## config.mk

```make
export PLATFORM = sky130hd
export DESIGN_NAME = control_unit
export DESIGN_NICKNAME = d
export VERILOG_FILES = /design/src/rtl/cpu_pkg.sv /design/src/rtl/reg_decode_4_16.sv /design/src/rtl/control_unit.sv
export SDC_FILE = /design/constraint.sdc
export NUM_CORES = 1
export LEC_CHECK = 0
export BUFFER_PORTS_ARGS = -buffer_cell sky130_fd_sc_hd__buf_2
export CAP_MARGIN = 20
export CORE_MARGIN = 2
export CORE_UTILIZATION = 45
export CTS_CLUSTER_DIAMETER = 60
export DETAILED_ROUTE_END_ITERATION = 6
export PLACE_DENSITY = 0.81
export SLEW_MARGIN = 10
export SYNTH_ARGS = -nofsm -noshare
export SYNTH_HDL_FRONTEND = slang
export SYNTH_SLANG_ARGS = --single-unit
```

## constraint.sdc

```tcl
create_clock -name Clock -period 3.73 [get_ports Clock]
set_input_delay 0.746 -clock Clock [delete_from_list [all_inputs] [get_ports Clock]]
set_output_delay 0.746 -clock Clock [all_outputs]
set_load 0.01 [all_outputs]
```

## src/rtl/cpu_pkg.sv

```systemverilog
// Shared control-unit definitions: FSM states, opcodes and IR field positions.
// Build option MULDIV_EN adds the MUL/DIV instruction class; without it those opcodes decode as illegal.
package cpu_pkg;

    typedef enum logic [3:0] {
        ST_IDLE,
        ST_F0,
        ST_F1,
        ST_F2,
        ST_T3,
        ST_T4,
        ST_T5,
        ST_T6,
        ST_HALTED
    } state_t;

    localparam int OP_HI = 31;
    localparam int OP_LO = 27;
    localparam int RA_HI = 26;
    localparam int RA_LO = 23;
    localparam int RB_HI = 22;
    localparam int RB_LO = 19;
    localparam int RC_HI = 18;
    localparam int RC_LO = 15;

    localparam logic [4:0] OP_LD   = 5'b00000;
    localparam logic [4:0] OP_ADD  = 5'b00011;
    localparam logic [4:0] OP_SUB  = 5'b00100;
    localparam logic [4:0] OP_AND  = 5'b00101;
    localparam logic [4:0] OP_OR   = 5'b00110;
    localparam logic [4:0] OP_SHR  = 5'b00111;
    localparam logic [4:0] OP_SHL  = 5'b01000;
    localparam logic [4:0] OP_ROR  = 5'b01001;
    localparam logic [4:0] OP_ROL  = 5'b01010;
    localparam logic [4:0] OP_MUL  = 5'b01110;
    localparam logic [4:0] OP_DIV  = 5'b01111;
    localparam logic [4:0] OP_NEG  = 5'b10000;
    localparam logic [4:0] OP_NOT  = 5'b10001;
    localparam logic [4:0] OP_HALT = 5'b11011;

    // Instruction classes share one execute sequence each.
    typedef enum logic [2:0] {
        CLS_ALU3,
        CLS_ALU2,
        CLS_LD,
        CLS_MULDIV,
        CLS_HALT,
        CLS_ILLEGAL
    } op_class_t;

    function automatic op_class_t op_class(input logic [4:0] op);
        op_class_t cls;
        case (op)
            OP_ADD, OP_SUB, OP_AND, OP_OR,
            OP_SHR, OP_SHL, OP_ROR, OP_ROL: cls = CLS_ALU3;
            OP_NEG, OP_NOT:                 cls = CLS_ALU2;
            OP_LD:                          cls = CLS_LD;
`ifdef MULDIV_EN
            OP_MUL, OP_DIV:                 cls = CLS_MULDIV;
`endif
            OP_HALT:                        cls = CLS_HALT;
            default:                        cls = CLS_ILLEGAL;
        endcase
        return cls;
    endfunction

endpackage

```

## src/rtl/reg_decode_4_16.sv

```systemverilog
// 4-bit register field to 16-bit one-hot enable; all zeros when disabled.
module reg_decode_4_16 (
    input  logic [3:0]  i_sel,
    input  logic        i_en,
    output logic [15:0] o_onehot
);

    always_comb begin
        o_onehot = '0;
        if (i_en) begin
            o_onehot[i_sel] = 1'b1;
        end
    end

endmodule

```

## src/rtl/control_unit.sv

```systemverilog
// Moore control FSM: fetch, decode and execute sequencing of datapath strobes.
// Build option MULDIV_EN enables MUL/DIV sequencing; otherwise MUL, DIV, HIin, LOin, Zhiout stay 0.
module control_unit
    import cpu_pkg::*;
(
    input  logic        Clock,
    input  logic        Clear,
    input  logic        Run,
    input  logic [31:0] IR,
    input  logic        MemDone,
    output logic        PCout,
    output logic        MARin,
    output logic        IncPC,
    output logic        Read,
    output logic        MDRin,
    output logic        MDRout,
    output logic        IRin,
    output logic        Yin,
    output logic        Zin,
    output logic        Zlowout,
    output logic        Zhiout,
    output logic        HIin,
    output logic        LOin,
    output logic        AND,
    output logic        OR,
    output logic        ADD,
    output logic        SUB,
    output logic        MUL,
    output logic        DIV,
    output logic        SHR,
    output logic        SHL,
    output logic        ROR,
    output logic        ROL,
    output logic        NEG,
    output logic        NOT,
    output logic [15:0] Rout,
    output logic [15:0] Rin,
    output logic        Halted,
    output logic        Illegal,
    output logic [15:0] InstrCount
);

    state_t      r_state;
    state_t      w_next;
    logic [15:0] r_instr_count;
    logic        r_illegal;

    logic [4:0]  w_op;
    logic [3:0]  w_ra;
    logic [3:0]  w_rb;
    logic [3:0]  w_rc;
    op_class_t   w_cls;
    logic        w_unused_ir;

    logic        w_end_instr;
    logic        w_set_illegal;
    logic        w_opsel;
    logic        w_rout_en;
    logic [3:0]  w_rout_sel;
    logic        w_rin_en;

    assign w_op        = IR[OP_HI:OP_LO];
    assign w_ra        = IR[RA_HI:RA_LO];
    assign w_rb        = IR[RB_HI:RB_LO];
    assign w_rc        = IR[RC_HI:RC_LO];
    assign w_cls       = op_class(w_op);
    assign w_unused_ir = ^IR[RC_LO-1:0];

    always_ff @(posedge Clock) begin
        if (!Clear) begin
            r_state       <= ST_IDLE;
            r_instr_count <= '0;
            r_illegal     <= 1'b0;
        end else begin
            r_state <= w_next;
            if (w_end_instr) begin
                r_instr_count <= r_instr_count + 16'd1;
            end
            if (w_set_illegal) begin
                r_illegal <= 1'b1;
            end
        end
    end

    always_comb begin
        w_next        = r_state;
        w_end_instr   = 1'b0;
        w_set_illegal = 1'b0;
        w_opsel       = 1'b0;
        w_rout_en     = 1'b0;
        w_rout_sel    = w_rb;
        w_rin_en      = 1'b0;
        PCout         = 1'b0;
        MARin         = 1'b0;
        IncPC         = 1'b0;
        Read          = 1'b0;
        MDRin         = 1'b0;
        MDRout        = 1'b0;
        IRin          = 1'b0;
        Yin           = 1'b0;
        Zin           = 1'b0;
        Zlowout       = 1'b0;
        Zhiout        = 1'b0;
        HIin          = 1'b0;
        LOin          = 1'b0;

        case (r_state)
            ST_IDLE: begin
                if (Run) begin
                    w_next = ST_F0;
                end
            end
            ST_F0: begin
                PCout  = 1'b1;
                MARin  = 1'b1;
                IncPC  = 1'b1;
                w_next = ST_F1;
            end
            ST_F1: begin
                Read  = 1'b1;
                MDRin = 1'b1;
                if (MemDone) begin
                    w_next = ST_F2;
                end
            end
            ST_F2: begin
                MDRout = 1'b1;
                IRin   = 1'b1;
                w_next = ST_T3;
            end
            ST_T3: begin
                case (w_cls)
                    CLS_ALU3, CLS_MULDIV: begin
                        w_rout_en = 1'b1;
                        Yin       = 1'b1;
                        w_next    = ST_T4;
                    end
                    CLS_ALU2: begin
                        w_rout_en = 1'b1;
                        w_opsel   = 1'b1;
                        Zin       = 1'b1;
                        w_next    = ST_T4;
                    end
                    CLS_LD: begin
                        w_rout_en = 1'b1;
                        MARin     = 1'b1;
                        w_next    = ST_T4;
                    end
                    CLS_HALT: begin
                        w_next = ST_HALTED;
                    end
                    default: begin
                        w_set_illegal = 1'b1;
                        w_next        = ST_HALTED;
                    end
                endcase
            end
            ST_T4: begin
                case (w_cls)
                    CLS_ALU3, CLS_MULDIV: begin
                        w_rout_en  = 1'b1;
                        w_rout_sel = w_rc;
                        w_opsel    = 1'b1;
                        Zin        = 1'b1;
                        w_next     = ST_T5;
                    end
                    CLS_ALU2: begin
                        Zlowout     = 1'b1;
                        w_rin_en    = 1'b1;
                        w_end_instr = 1'b1;
                    end
                    CLS_LD: begin
                        Read  = 1'b1;
                        MDRin = 1'b1;
                        if (MemDone) begin
                            w_next = ST_T5;
                        end
                    end
                    default: w_next = ST_IDLE;
                endcase
            end
            ST_T5: begin
                case (w_cls)
                    CLS_ALU3: begin
                        Zlowout     = 1'b1;
                        w_rin_en    = 1'b1;
                        w_end_instr = 1'b1;
                    end
                    CLS_LD: begin
                        MDRout      = 1'b1;
                        w_rin_en    = 1'b1;
                        w_end_instr = 1'b1;
                    end
                    CLS_MULDIV: begin
`ifdef MULDIV_EN
                        Zlowout = 1'b1;
                        LOin    = 1'b1;
`endif
                        w_next  = ST_T6;
                    end
                    default: w_next = ST_IDLE;
                endcase
            end
            ST_T6: begin
`ifdef MULDIV_EN
                Zhiout = 1'b1;
                HIin   = 1'b1;
`endif
                w_end_instr = 1'b1;
            end
            ST_HALTED: begin
                w_next = ST_HALTED;
            end
            default: w_next = ST_IDLE;
        endcase

        // Instruction boundary: Run is only sampled here, so a mid-instruction drop lets it finish.
        if (w_end_instr) begin
            w_next = Run ? ST_F0 : ST_IDLE;
        end
    end

    assign AND = w_opsel && (w_op == OP_AND);
    assign OR  = w_opsel && (w_op == OP_OR);
    assign ADD = w_opsel && (w_op == OP_ADD);
    assign SUB = w_opsel && (w_op == OP_SUB);
    assign SHR = w_opsel && (w_op == OP_SHR);
    assign SHL = w_opsel && (w_op == OP_SHL);
    assign ROR = w_opsel && (w_op == OP_ROR);
    assign ROL = w_opsel && (w_op == OP_ROL);
    assign NEG = w_opsel && (w_op == OP_NEG);
    assign NOT = w_opsel && (w_op == OP_NOT);
`ifdef MULDIV_EN
    assign MUL = w_opsel && (w_op == OP_MUL);
    assign DIV = w_opsel && (w_op == OP_DIV);
`else
    assign MUL = 1'b0;
    assign DIV = 1'b0;
`endif

    reg_decode_4_16 u_rout_dec (
        .i_sel    (w_rout_sel),
        .i_en     (w_rout_en),
        .o_onehot (Rout)
    );

    reg_decode_4_16 u_rin_dec (
        .i_sel    (w_ra),
        .i_en     (w_rin_en),
        .o_onehot (Rin)
    );

    assign Halted     = (r_state == ST_HALTED);
    assign Illegal    = r_illegal;
    assign InstrCount = r_instr_count;

endmodule

```

# --- Yosys cells after proc, flatten, opt, wreduce, memory -nomap -nowiden ---
# Memory sizes are Yosys's and may differ from the RTL's.
# Index checks and enable logic that the tools add are counted.
classes:
  add_sub_neg: 1
  magnitude_cmp: 4
  eq_ne: 28
  muxes: 36
  reduce_logical: 19
ops:
  columns: ["operator", "n"]
  rows:
  - ["case mux 4 bit (9 select lines)", 1]
  - ["2-to-1 mux 16 bit", 2]
  - ["2-to-1 mux 4 bit", 7]
  - ["== test 5 x 3 -> 1 bit, second input constant", 4]
  - ["adder 16 x 1 -> 16 bit, second input constant", 1]
  - ["== test 4 x 3 -> 1 bit, second input constant", 4]
  - ["== test 5 x 4 -> 1 bit, second input constant", 3]
  - ["2-to-1 mux 1 bit", 14]
  - ["case mux 1 bit (2 select lines)", 7]
  - ["logical AND 1 bit", 12]
  - ["inequality test 3 bit, second input constant", 4]
  - ["case mux 4 bit (3 select lines)", 1]
  - ["== test 5 bit, second input constant", 2]
  - ["< comparator 4 x 5 -> 1 bit, second input constant", 2]
  - ["demux 1 bit (select 4 bit)", 2]
  - ["== test 4 x 2 -> 1 bit, second input constant", 2]
  - [">= comparator 4 x 1 -> 1 bit, second input constant", 2]
  - ["case mux 4 bit (2 select lines)", 1]
  - ["== test 3 x 2 -> 1 bit, second input constant", 2]
  - ["AND reduction 6 bit", 1]
  - ["== test 5 x 2 -> 1 bit, second input constant", 1]
  - ["OR reduction 5 bit", 1]
  - ["== test 4 x 1 -> 1 bit, second input constant", 1]
  - ["== test 4 bit, second input constant", 1]
  - ["other kinds (9)", 10]
totals:
  reg_bits: 21
  rom_bits: 96
  inputBits: 36
  output_inout_bits: 75
  elab_cells: 92
  n_memories: 1
mem_list:
  columns: ["memory", "depth", "width", "read_ports", "rd_ports_with_merged_regs", "wr", "line_no", "rtl"]
  rows:
  - ["(no name shown)", 32, 3, 1, 0, 0, "cpu_pkg.sv:53", "case (op)"]

# --- Depth between registers and ports, before layout ---
# Gate-level depths: netlist of the first run.
# An unclocked memory read counts as a cell.
depth:
  word_depth: 10
  depth_mapped: 8
  depth_no_buf: 7

# --- Hierarchy ---
# Synthesis of the first run repeated with hierarchy kept, for this count alone.
hier_totals:
  cells_unflattened: 257
  area_unflattened_um2: 1915.6
modules_own_cells:
  columns: ["mod", "instances", "cells_per_inst", "area_per_inst_um2", "seq_area_each_um2"]
  rows:
  - ["control_unit", 1, 211, 1677.9, 420.4]
  - ["reg_decode_4_16 at u_rin_dec", 1, 23, 120.1, 0.0]
  - ["reg_decode_4_16 at u_rout_dec", 1, 23, 117.6, 0.0]

# --- Least setup slack after synthesis of the first run ---
# Ideal clock, no wire load.
synth_timing:
  path_kind: "input to output"
  startpoint: "input IR[27]"
  endpoint: "output Rin[4]"
  arrival_time_ns: 2.457
  required_time_ns: 2.984
  path_slack_ns: 0.527
  path_stages: 7
  n_path_buf: 0
  path_cell_list: "inv_1 > ha_1 > nor2b_1 > o22a_1 > o31ai_4 > or3b_1 > nor2_1"
synth_between:
  elab_chain_len: 6
  elab_cells_between_ends: 9
  cone_classes: "eq/ne: 2; mux: 4; reduce/logical: 2; memory: 1"
synth_lines:
  columns: ["element", "line_no", "rtl"]
  rows:
  - ["start: declaration", "control_unit.sv:9", "input logic [31:0] IR,"]
  - ["memory (32 x 3 bit) *", null, null]
  - ["== test 3 x 2 -> 1 bit / logical NOT 3 bit (equally long branches)", "control_unit.sv:183", "case (w_cls)"]
  - ["OR reduction 2 bit (no source line)", null, null]
  - ["2-to-1 mux 1 bit", "control_unit.sv:183", null]
  - ["case mux 1 bit (2 select lines) *", "control_unit.sv:107", "case (r_state)"]
  - ["2-to-1 mux 16 bit *", "reg_decode_4_16.sv:10", "if (i_en) begin"]
  - ["end: declaration", "control_unit.sv:37", "output logic [15:0] Rin,"]
# Mark *: on every way between the ends. The rest lies on a longest branch, timed or not.

# --- Worst setup path in the final report of the first run ---
layout_timing:
  startpoint: "input IR[28]"
  endpoint: "output Rin[0]"
# Same word-level chain as after synthesis.

==> results of run 1 <==
==> cell usage in the layout (no fill, tap or decap), types with 4 or more instances in the layout <==
cell	instances
sky130_fd_sc_hd__a21oi_1	17
sky130_fd_sc_hd__a32oi_1	4
sky130_fd_sc_hd__and3_1	7
sky130_fd_sc_hd__buf_2	90
sky130_fd_sc_hd__buf_4	6
sky130_fd_sc_hd__conb_1	5
sky130_fd_sc_hd__dfxtp_1	21
sky130_fd_sc_hd__ha_1	6
sky130_fd_sc_hd__inv_1	12
sky130_fd_sc_hd__mux2i_1	4
sky130_fd_sc_hd__nand2_1	15
sky130_fd_sc_hd__nand2b_1	6
sky130_fd_sc_hd__nand3_1	5
sky130_fd_sc_hd__nand3b_1	4
sky130_fd_sc_hd__nor2_1	43
sky130_fd_sc_hd__nor2b_1	11
sky130_fd_sc_hd__nor3_1	9
sky130_fd_sc_hd__nor3b_1	4
sky130_fd_sc_hd__o21a_1	4
sky130_fd_sc_hd__o21ai_0	19
sky130_fd_sc_hd__or3_1	13
sky130_fd_sc_hd__or4_1	4
==> kinds of logic after synthesis <==
group                    Yosys count
multiplexers                       5
flip-flops                        21
adder cells (fa/ha/maj)            6
other                              1
AND/OR/NAND/NOR                  141
buffers and inverters             33
AO/OA/AOI/OAI                     72
XOR/XNOR                           1
==> worst register-to-register path, stage by stage, from the launching register on <==
cell                      delay [ns]
sky130_fd_sc_hd__dfxtp_1        0.44
sky130_fd_sc_hd__buf_4          0.25
sky130_fd_sc_hd__nor2b_1        0.34
sky130_fd_sc_hd__nand4_1        0.13
sky130_fd_sc_hd__o22a_1         0.35
sky130_fd_sc_hd__or4b_1         0.51
sky130_fd_sc_hd__a21oi_1        0.15
==> layout make-up <==
type	count	area (sq um)	share of cell area [%]
Clock buffer	3	41.3	1.64
Tap cell	52	65.1	2.58
Sequential cell	21	420	16.7
Timing Repair Buffer	96	495	19.6
Multi-Input combinational cell	230	1450	57.5
Clock inverter	1	5.00	0.198
Inverter	12	45.0	1.79
==> state kept, by name (all words and copies together) (netlist names) <==
signal	cells
r_state	4
Illegal	1
InstrCount	16
==> metrics by stage <==
stage	instance area, sq um	power [uW]	utilization, %	instances	setup WS (ns)
final	2520	708	57.9	415	0.262
after global routing	2520	761	57.9	415	0.114
after CTS	2520	713	57.8	415	0.174
after detailed placement	2470	563	56.7	411	0.177
after global placement	2470	554	56.7	411	0.251
after floorplan	2050	495	-	284	0.527
==> routing by layer <==
| layer | vias up | track usage (%) | share of wire [%] |
|---|---|---|---|
| met5 | - | 0 | 0 |
| met4 | 0 | 8.18 | 1.5 |
| met3 | 11 | 3.28 | 6.9 |
| met2 | 78 | 32.9 | 48 |
| met1 | 1041 | 25.9 | 44 |
| li1 | 1181 | - | - |
==> worst min-delay path by stage <==
stage                     cells past startpoint                        start  slack, ns                     endpoint
after floorplan                               2  InstrCount[15]$_SDFFE_PN0P_       0.50  InstrCount[15]$_SDFFE_PN0P_
after global placement                        2  InstrCount[15]$_SDFFE_PN0P_       0.46  InstrCount[15]$_SDFFE_PN0P_
after detailed placement                      1         Illegal$_SDFFE_PN0P_       0.46         Illegal$_SDFFE_PN0P_
after CTS                                     1         Illegal$_SDFFE_PN0P_       0.49         Illegal$_SDFFE_PN0P_
after global routing                          1         Illegal$_SDFFE_PN0P_       0.51         Illegal$_SDFFE_PN0P_
final                                         1         Illegal$_SDFFE_PN0P_       0.48         Illegal$_SDFFE_PN0P_
==> power by group <==
part	switching, uW	internal, uW
Clock	72.9	74.4
Combinational	182	127
Sequential	16.2	235
==> metrics.txt, run 1 <==
# TYPE chip_impl_metric gauge
chip_impl_metric{name="synth-xor-area-share",unit="%"} 0.431
chip_impl_metric{name="routability_cong",unit=""} 0.817
chip_impl_metric{name="cts_made_buffers",unit=""} 3
chip_impl_metric{name="synth-adder-area-share",unit="%"} 3.70
chip_impl_metric{name="grt_start_max_net_pins",unit=""} 19
chip_impl_metric{name="global_route.overflow_total",unit=""} 0
chip_impl_metric{name="ant_nets",unit=""} 0
chip_impl_metric{name="num_rows",unit=""} 24
chip_impl_metric{name="setup_viol",unit=""} 0
chip_impl_metric{name="dp.final_hpwl",unit="microns"} 4120
chip_impl_metric{name="finalCritPeriodShare",unit="%"} 93.0
chip_impl_metric{name="num_antenna_cells",unit=""} 0
chip_impl_metric{name="r2r_setup_slack",unit="ns"} 1.49
chip_impl_metric{name="clock_sink_count",unit=""} 21
chip_impl_info{name="netlist.top_cell.by_area",value="sky130_fd_sc_hd__dfxtp_1"} 1
chip_impl_metric{name="htreeDepth",unit=""} 1
chip_impl_metric{name="wl",unit="microns"} 5230
chip_impl_metric{name="finalSetupTns",unit="ns"} 0
chip_impl_metric{name="detailedRoute.firstIterationViolations",unit=""} 128
chip_impl_metric{name="ys_seq_area_share",unit="%"} 20.7
chip_impl_metric{name="critPathMaxStageDelay",unit="ns"} 0.45
chip_impl_info{name="startpoint",value="IR[28]"} 1
chip_impl_metric{name="wl_per_cell",unit="microns"} 12.6
chip_impl_metric{name="pwr_density_cell",unit="nW/um^2"} 281
chip_impl_metric{name="worst-path-buf-inv",unit=""} 3
chip_impl_metric{name="core-area",unit="sq um"} 4350
chip_impl_metric{name="synthArstFlopShare",unit="%"} 0
chip_impl_metric{name="first_global_vias",unit=""} 1959
chip_impl_metric{name="yosys.area_share.simple",unit="%"} 38.6
chip_impl_metric{name="finalWorstPathRequiredPeriod",unit="ns"} 3.47
chip_impl_info{name="synth_common_cells",value="sky130_fd_sc_hd__nor2_1 (43), sky130_fd_sc_hd__dfxtp_1 (21), sky130_fd_sc_hd__o21ai_0 (19), sky130_fd_sc_hd__a21oi_1 (17), sky130_fd_sc_hd__nand2_1 (15)"} 1
chip_impl_metric{name="initial_core_util",unit="%"} 46.6
chip_impl_metric{name="post-synth-top-area-fraction",unit="%"} 20.7
chip_impl_info{name="status",value="completed"} 1
chip_impl_metric{name="nFillCells",unit=""} 431
chip_impl_metric{name="post_synth_design_cell_area",unit="sq um"} 2030
chip_impl_info{name="synth.most_common_cell",value="sky130_fd_sc_hd__nor2_1"} 1
chip_impl_info{name="crit_path_start_kind",value="input pin"} 1
chip_impl_metric{name="drcViolationCount",unit=""} 0
chip_impl_metric{name="worst-path-max-fanout",unit=""} 6
chip_impl_metric{name="die-height",unit="microns"} 71.2
chip_impl_metric{name="first_pass_grt_wire_length",unit="microns"} 8490
chip_impl_info{name="post_synth_main_area_contributors",value="sky130_fd_sc_hd__dfxtp_1 (21%), sky130_fd_sc_hd__nor2_1 (7.9%), sky130_fd_sc_hd__o21ai_0 (4.7%)"} 1
chip_impl_info{name="timing.critical_path.to",value="Rin[0]"} 1
chip_impl_metric{name="post_cts_resize_count",unit=""} 0
chip_impl_metric{name="hold_slack",unit="ns"} 0.483
chip_impl_metric{name="number_of_flops_mapped_to_enable_cells_by_yosys",unit=""} 0
chip_impl_metric{name="post_cts_buffers",unit=""} 0
chip_impl_info{name="tritoncts",value="done"} 1
chip_impl_metric{name="reported_leakage_power",unit="uW"} 0.00115
chip_impl_info{name="timing.critical_path.to_type",value="output port"} 1
chip_impl_info{name="ctsRootBufferMaster",value="sky130_fd_sc_hd__clkbuf_8"} 1
chip_impl_metric{name="globalRouteTotalUtil",unit="%"} 20.0
chip_impl_metric{name="cts-hold-fix-buffers",unit=""} 0
chip_impl_metric{name="area_growth_from_synthesis_to_final_layout",unit="%"} 24.2
chip_impl_metric{name="critPathRequiredTime",unit="ns"} 2.98
chip_impl_metric{name="die_width",unit="microns"} 71.2
chip_impl_metric{name="die_area",unit="sq um"} 5070
chip_impl_metric{name="vias_per_cell",unit=""} 5.57
chip_impl_metric{name="antenna_found_initial",unit=""} 0
chip_impl_info{name="crit_chain",value="buf_2 > inv_1 > ha_1 > nor2b_1 > o22a_1 > o31ai_4 > or3b_1 > nor3_2 > buf_2"} 1
chip_impl_info{name="cpLargestDelayFamily",value="simple AND/OR/NAND/NOR gates"} 1
chip_impl_info{name="r2r_startpoint",value="r_state[1]$_SDFFE_PN0P_"} 1
chip_impl_metric{name="slew_headroom",unit="%"} 60.8
chip_impl_metric{name="insertion_delay",unit="ns"} 0.26
chip_impl_metric{name="drv.max_cap_violation_count",unit=""} 0
chip_impl_info{name="holdCritPathClass",value="flip-flop to flip-flop"} 1
chip_impl_info{name="crit_slowest_cell",value="sky130_fd_sc_hd__or3b_1"} 1
chip_impl_metric{name="io-pin-count",unit=""} 111
chip_impl_metric{name="port_buffers",unit=""} 90
chip_impl_metric{name="timing.reg2reg.worst_path_depth",unit=""} 6
chip_impl_info{name="regToRegEndpoint",value="InstrCount[9]$_SDFFE_PN0P_"} 1
chip_impl_metric{name="clk_transition_reported_paths",unit="ns"} 0.07
chip_impl_metric{name="flip_flop_and_latch_count_after_synthesis",unit=""} 21
chip_impl_info{name="critPathMostFrequentCell",value="sky130_fd_sc_hd__buf_2"} 1
chip_impl_metric{name="drt_pass1_iterations",unit=""} 4
chip_impl_metric{name="post_synth_mux_area_share",unit="%"} 2.53
chip_impl_metric{name="synthesis_warning_total",unit=""} 0
chip_impl_metric{name="synth_area_per_cell",unit="sq um"} 7.25
chip_impl_info{name="yosys_most_used_dff",value="sky130_fd_sc_hd__dfxtp_1"} 1
chip_impl_metric{name="slew_viol_final",unit=""} 0
chip_impl_metric{name="design.final.nets",unit=""} 406
chip_impl_metric{name="fin_skew",unit="ns"} 0.000882
chip_impl_metric{name="worst_ep_arrival_time",unit="ns"} 2.72
chip_impl_info{name="synth_top_family_by_area",value="simple AND/OR/NAND/NOR gates"} 1
chip_impl_info{name="rsz0062_at_grt",value="false"} 1
chip_impl_metric{name="vdd.ir_drop.worst",unit="mV"} 0.252
chip_impl_metric{name="worst-slew-pin-transition",unit="ns"} 0.583
chip_impl_metric{name="final_layout_size_suffix_gt1_share",unit="%"} 31.1
chip_impl_metric{name="synth_cell_types",unit=""} 57
chip_impl_metric{name="routed-via-count",unit=""} 2311
chip_impl_metric{name="report.final.hold_viol_count",unit=""} 0
chip_impl_metric{name="count_of_mapped_cells_out_of_synthesis",unit=""} 280
chip_impl_metric{name="cp.depth",unit=""} 9
chip_impl_metric{name="clock.fmax",unit="MHz"} 288
chip_impl_info{name="crit_type",value="input pin to output port"} 1
chip_impl_metric{name="synth_compound_area_share",unit="%"} 24.9
chip_impl_metric{name="maximum_buffer_depth_of_the_clock_tree",unit=""} 2
Power figures use the tool's default switching activity.
==> inputs of run 2 (changes only) <==
==> constraint.sdc (replaced) <==
create_clock -name Clock -period 3.73 [get_ports Clock]
set_input_delay 0.1865 -clock Clock [delete_from_list [all_inputs] [get_ports Clock]]
set_output_delay 0.1865 -clock Clock [all_outputs]
set_load 0.01 [all_outputs]
==> metrics.txt, run 2 (synthesis gave the netlist of run 1 again) <==
# TYPE chip_impl_metric gauge
chip_impl_info{name="status",value="completed"} 1
chip_impl_metric{name="insertion_delay",unit="ns"} 0.27
chip_impl_metric{name="report.final.hold_viol_count",unit=""} 0
chip_impl_metric{name="post_cts_resize_count",unit=""} 0
chip_impl_metric{name="ant_nets",unit=""} 0
chip_impl_info{name="timing.critical_path.to_type",value="output port"} 1
chip_impl_info{name="layout_common_cells",value="sky130_fd_sc_hd__buf_2 (90), sky130_fd_sc_hd__nor2_1 (43), sky130_fd_sc_hd__dfxtp_1 (21)"} 1
chip_impl_metric{name="total_power",unit="uW"} 698
chip_impl_metric{name="vias_per_cell",unit=""} 5.56
chip_impl_metric{name="die_width",unit="microns"} 71.2
chip_impl_metric{name="wl",unit="microns"} 5020
chip_impl_metric{name="drcViolationCount",unit=""} 0
chip_impl_metric{name="final_layout_size_suffix_gt1_share",unit="%"} 30.2
chip_impl_metric{name="finalSetupTns",unit="ns"} 0
chip_impl_metric{name="globalRouteTotalUtil",unit="%"} 20.1
chip_impl_metric{name="die-height",unit="microns"} 71.2
chip_impl_metric{name="clk_transition_reported_paths",unit="ns"} 0.08
chip_impl_metric{name="dp.final_hpwl",unit="microns"} 3950
chip_impl_metric{name="worst-path-max-fanout",unit=""} 14
chip_impl_metric{name="routability_cong",unit=""} 0.828
chip_impl_info{name="crit_slowest_cell",value="sky130_fd_sc_hd__nor2b_1"} 1
chip_impl_metric{name="cts-hold-fix-buffers",unit=""} 0
chip_impl_metric{name="finalCritPeriodShare",unit="%"} 80.6
chip_impl_metric{name="antenna_found_initial",unit=""} 0
chip_impl_info{name="ctsRootBufferMaster",value="sky130_fd_sc_hd__clkbuf_8"} 1
chip_impl_metric{name="core-area",unit="sq um"} 4350
chip_impl_metric{name="critPathMaxStageDelay",unit="ns"} 0.63
chip_impl_metric{name="comb_power_share",unit="%"} 36.5
chip_impl_metric{name="setup_viol",unit=""} 0
chip_impl_metric{name="design.final.nets",unit=""} 401
chip_impl_metric{name="detailedRoute.firstIterationViolations",unit=""} 165
chip_impl_metric{name="netSwitchingFraction",unit="%"} 39.1
chip_impl_metric{name="global_route.overflow_total",unit=""} 0
chip_impl_metric{name="num_antenna_cells",unit=""} 0
chip_impl_info{name="rsz0062_at_grt",value="false"} 1
chip_impl_metric{name="initial_core_util",unit="%"} 46.6
chip_impl_metric{name="reported_leakage_power",unit="uW"} 0.00111
chip_impl_metric{name="area_growth_from_synthesis_to_final_layout",unit="%"} 22.2
chip_impl_metric{name="io-pin-count",unit=""} 111
chip_impl_metric{name="pwr_density_cell",unit="nW/um^2"} 281
chip_impl_metric{name="post_cts_buffers",unit=""} 0
chip_impl_metric{name="die_area",unit="sq um"} 5070
chip_impl_metric{name="cts_made_buffers",unit=""} 3
chip_impl_metric{name="first_global_vias",unit=""} 2063
chip_impl_info{name="crit_type",value="flip-flop to output port"} 1
chip_impl_info{name="tritoncts",value="done"} 1
chip_impl_metric{name="largest_register_ffs",unit=""} 16
chip_impl_metric{name="vdd.ir_drop.worst",unit="mV"} 0.230
chip_impl_metric{name="worst_ep_arrival_time",unit="ns"} 2.82
chip_impl_metric{name="worst-slew-pin-transition",unit="ns"} 0.688
chip_impl_info{name="crit_chain",value="nor2b_1 > nand2_1 > o31ai_4 > or3b_1 > nor3_2 > buf_2"} 1
chip_impl_metric{name="share_seq_of_total_power",unit="%"} 41.3
chip_impl_info{name="most_frequent_standard_cell_in_the_layout_excluding_fill_and_tap_cells",value="sky130_fd_sc_hd__buf_2"} 1
chip_impl_metric{name="power.clock.fraction",unit="%"} 22.3
chip_impl_metric{name="routed-via-count",unit=""} 2281
chip_impl_metric{name="slew_viol_final",unit=""} 0
chip_impl_metric{name="r2r_setup_slack",unit="ns"} 1.15
chip_impl_metric{name="p_int",unit="uW"} 425
chip_impl_metric{name="fin_skew",unit="ns"} 0.00435
chip_impl_metric{name="drv.max_cap_violation_count",unit=""} 0
chip_impl_metric{name="drt_pass1_iterations",unit=""} 4
chip_impl_info{name="crit_path_start_kind",value="flip-flop"} 1
chip_impl_metric{name="wl_per_cell",unit="microns"} 12.3
chip_impl_metric{name="clock.fmax",unit="MHz"} 333
chip_impl_info{name="holdCritPathClass",value="input pin to flip-flop"} 1
chip_impl_metric{name="critPathRequiredTime",unit="ns"} 3.54
chip_impl_metric{name="maximum_buffer_depth_of_the_clock_tree",unit=""} 2
chip_impl_metric{name="htreeDepth",unit=""} 1
chip_impl_metric{name="finalWorstPathRequiredPeriod",unit="ns"} 3.00
chip_impl_metric{name="total_switching_power",unit="uW"} 273
chip_impl_metric{name="first_pass_grt_wire_length",unit="microns"} 8670
chip_impl_metric{name="clock_sink_count",unit=""} 21
chip_impl_metric{name="port_buffers",unit=""} 90
chip_impl_metric{name="slew_headroom",unit="%"} 54.0
chip_impl_metric{name="grt_start_max_net_pins",unit=""} 23
chip_impl_metric{name="num_rows",unit=""} 24
==> run 2: cell count changes in the layout (fill, tap and decap cells not counted), sizes merged <==
cell      change
clkinv        -1
clkinvlp      +1
buf           -5
==> run 2: path summary, 6_finish.rpt <==
| path | start | to | depth (start not counted) |
|---|---|---|---|
| setup / recovery | r_state[2]$_SDFFE_PN0P_ | Rin[0] | 6 |
| hold / removal | Clear | Illegal$_SDFFE_PN0P_ | 2 |
| setup reg to reg | r_state[2]$_SDFFE_PN0P_ | r_state[0]$_SDFFE_PN0P_ | 5 |
| hold reg to reg | Illegal$_SDFFE_PN0P_ | Illegal$_SDFFE_PN0P_ | 1 |
==> run 2: final cells by class <==
class | instances | area (sq um)
Multi-Input combinational cell | 230 | 1440
Timing Repair Buffer | 91 | 458
Tap cell | 52 | 65.1
Clock buffer | 3 | 41.3
Sequential cell | 21 | 420
Clock inverter | 1 | 7.51
Inverter | 12 | 45.0
Fill cell | 420 | 1870
==> run 2: power by group through the flow <==
| stage | clock [uW] | combinational, uW | sequential (uW) |
|---|---|---|---|
| floorplan | 0 | 248 | 247 |
| global placement | 0 | 247 | 292 |
| detailed placement | 0 | 253 | 294 |
| CTS | 160 | 254 | 288 |
| global route | 168 | 284 | 295 |
| finish | 155 | 255 | 288 |
==> run 2: critical path: cells and delay by family, from the launching register on <==
family | cells | cell delay, ns
buf+inv | 1 | 0.15
simple gates | 4 | 1.41
flops | 1 | 0.59
compound gates | 1 | 0.40
==> run 2: per-stage QoR <==
| step | hold WS (ns) | cells | instance area (sq um) | worst slack (ns) | util [%] |
|---|---|---|---|---|---|
| 5_1_grt | 0.192 | 410 | 2480 | 0.521 | 57.0 |
| 4_1_cts | 0.195 | 410 | 2480 | 0.744 | 57.0 |
| 3_3_place_gp | 0.461 | 406 | 2430 | 1.12 | 55.9 |
| 6_report | 0.197 | 410 | 2480 | 0.725 | 57.0 |
| 2_1_floorplan | 0.304 | 284 | 2050 | 1.65 | - |
| 3_5_place_dp | 0.467 | 406 | 2430 | 1.04 | 55.9 |
==> run 2: routing by layer <==
layer / vias up / wire (microns) / share of wire, % / track usage (%)
met5: - / 0 / 0 / 0
met1: 1035 / 2230 / 44 / 25.0
met2: 65 / 2470 / 49 / 35.2
li1: 1172 / - / - / -
met4: 0 / 61 / 1.2 / 5.66
met3: 9 / 261 / 5.2 / 3.56
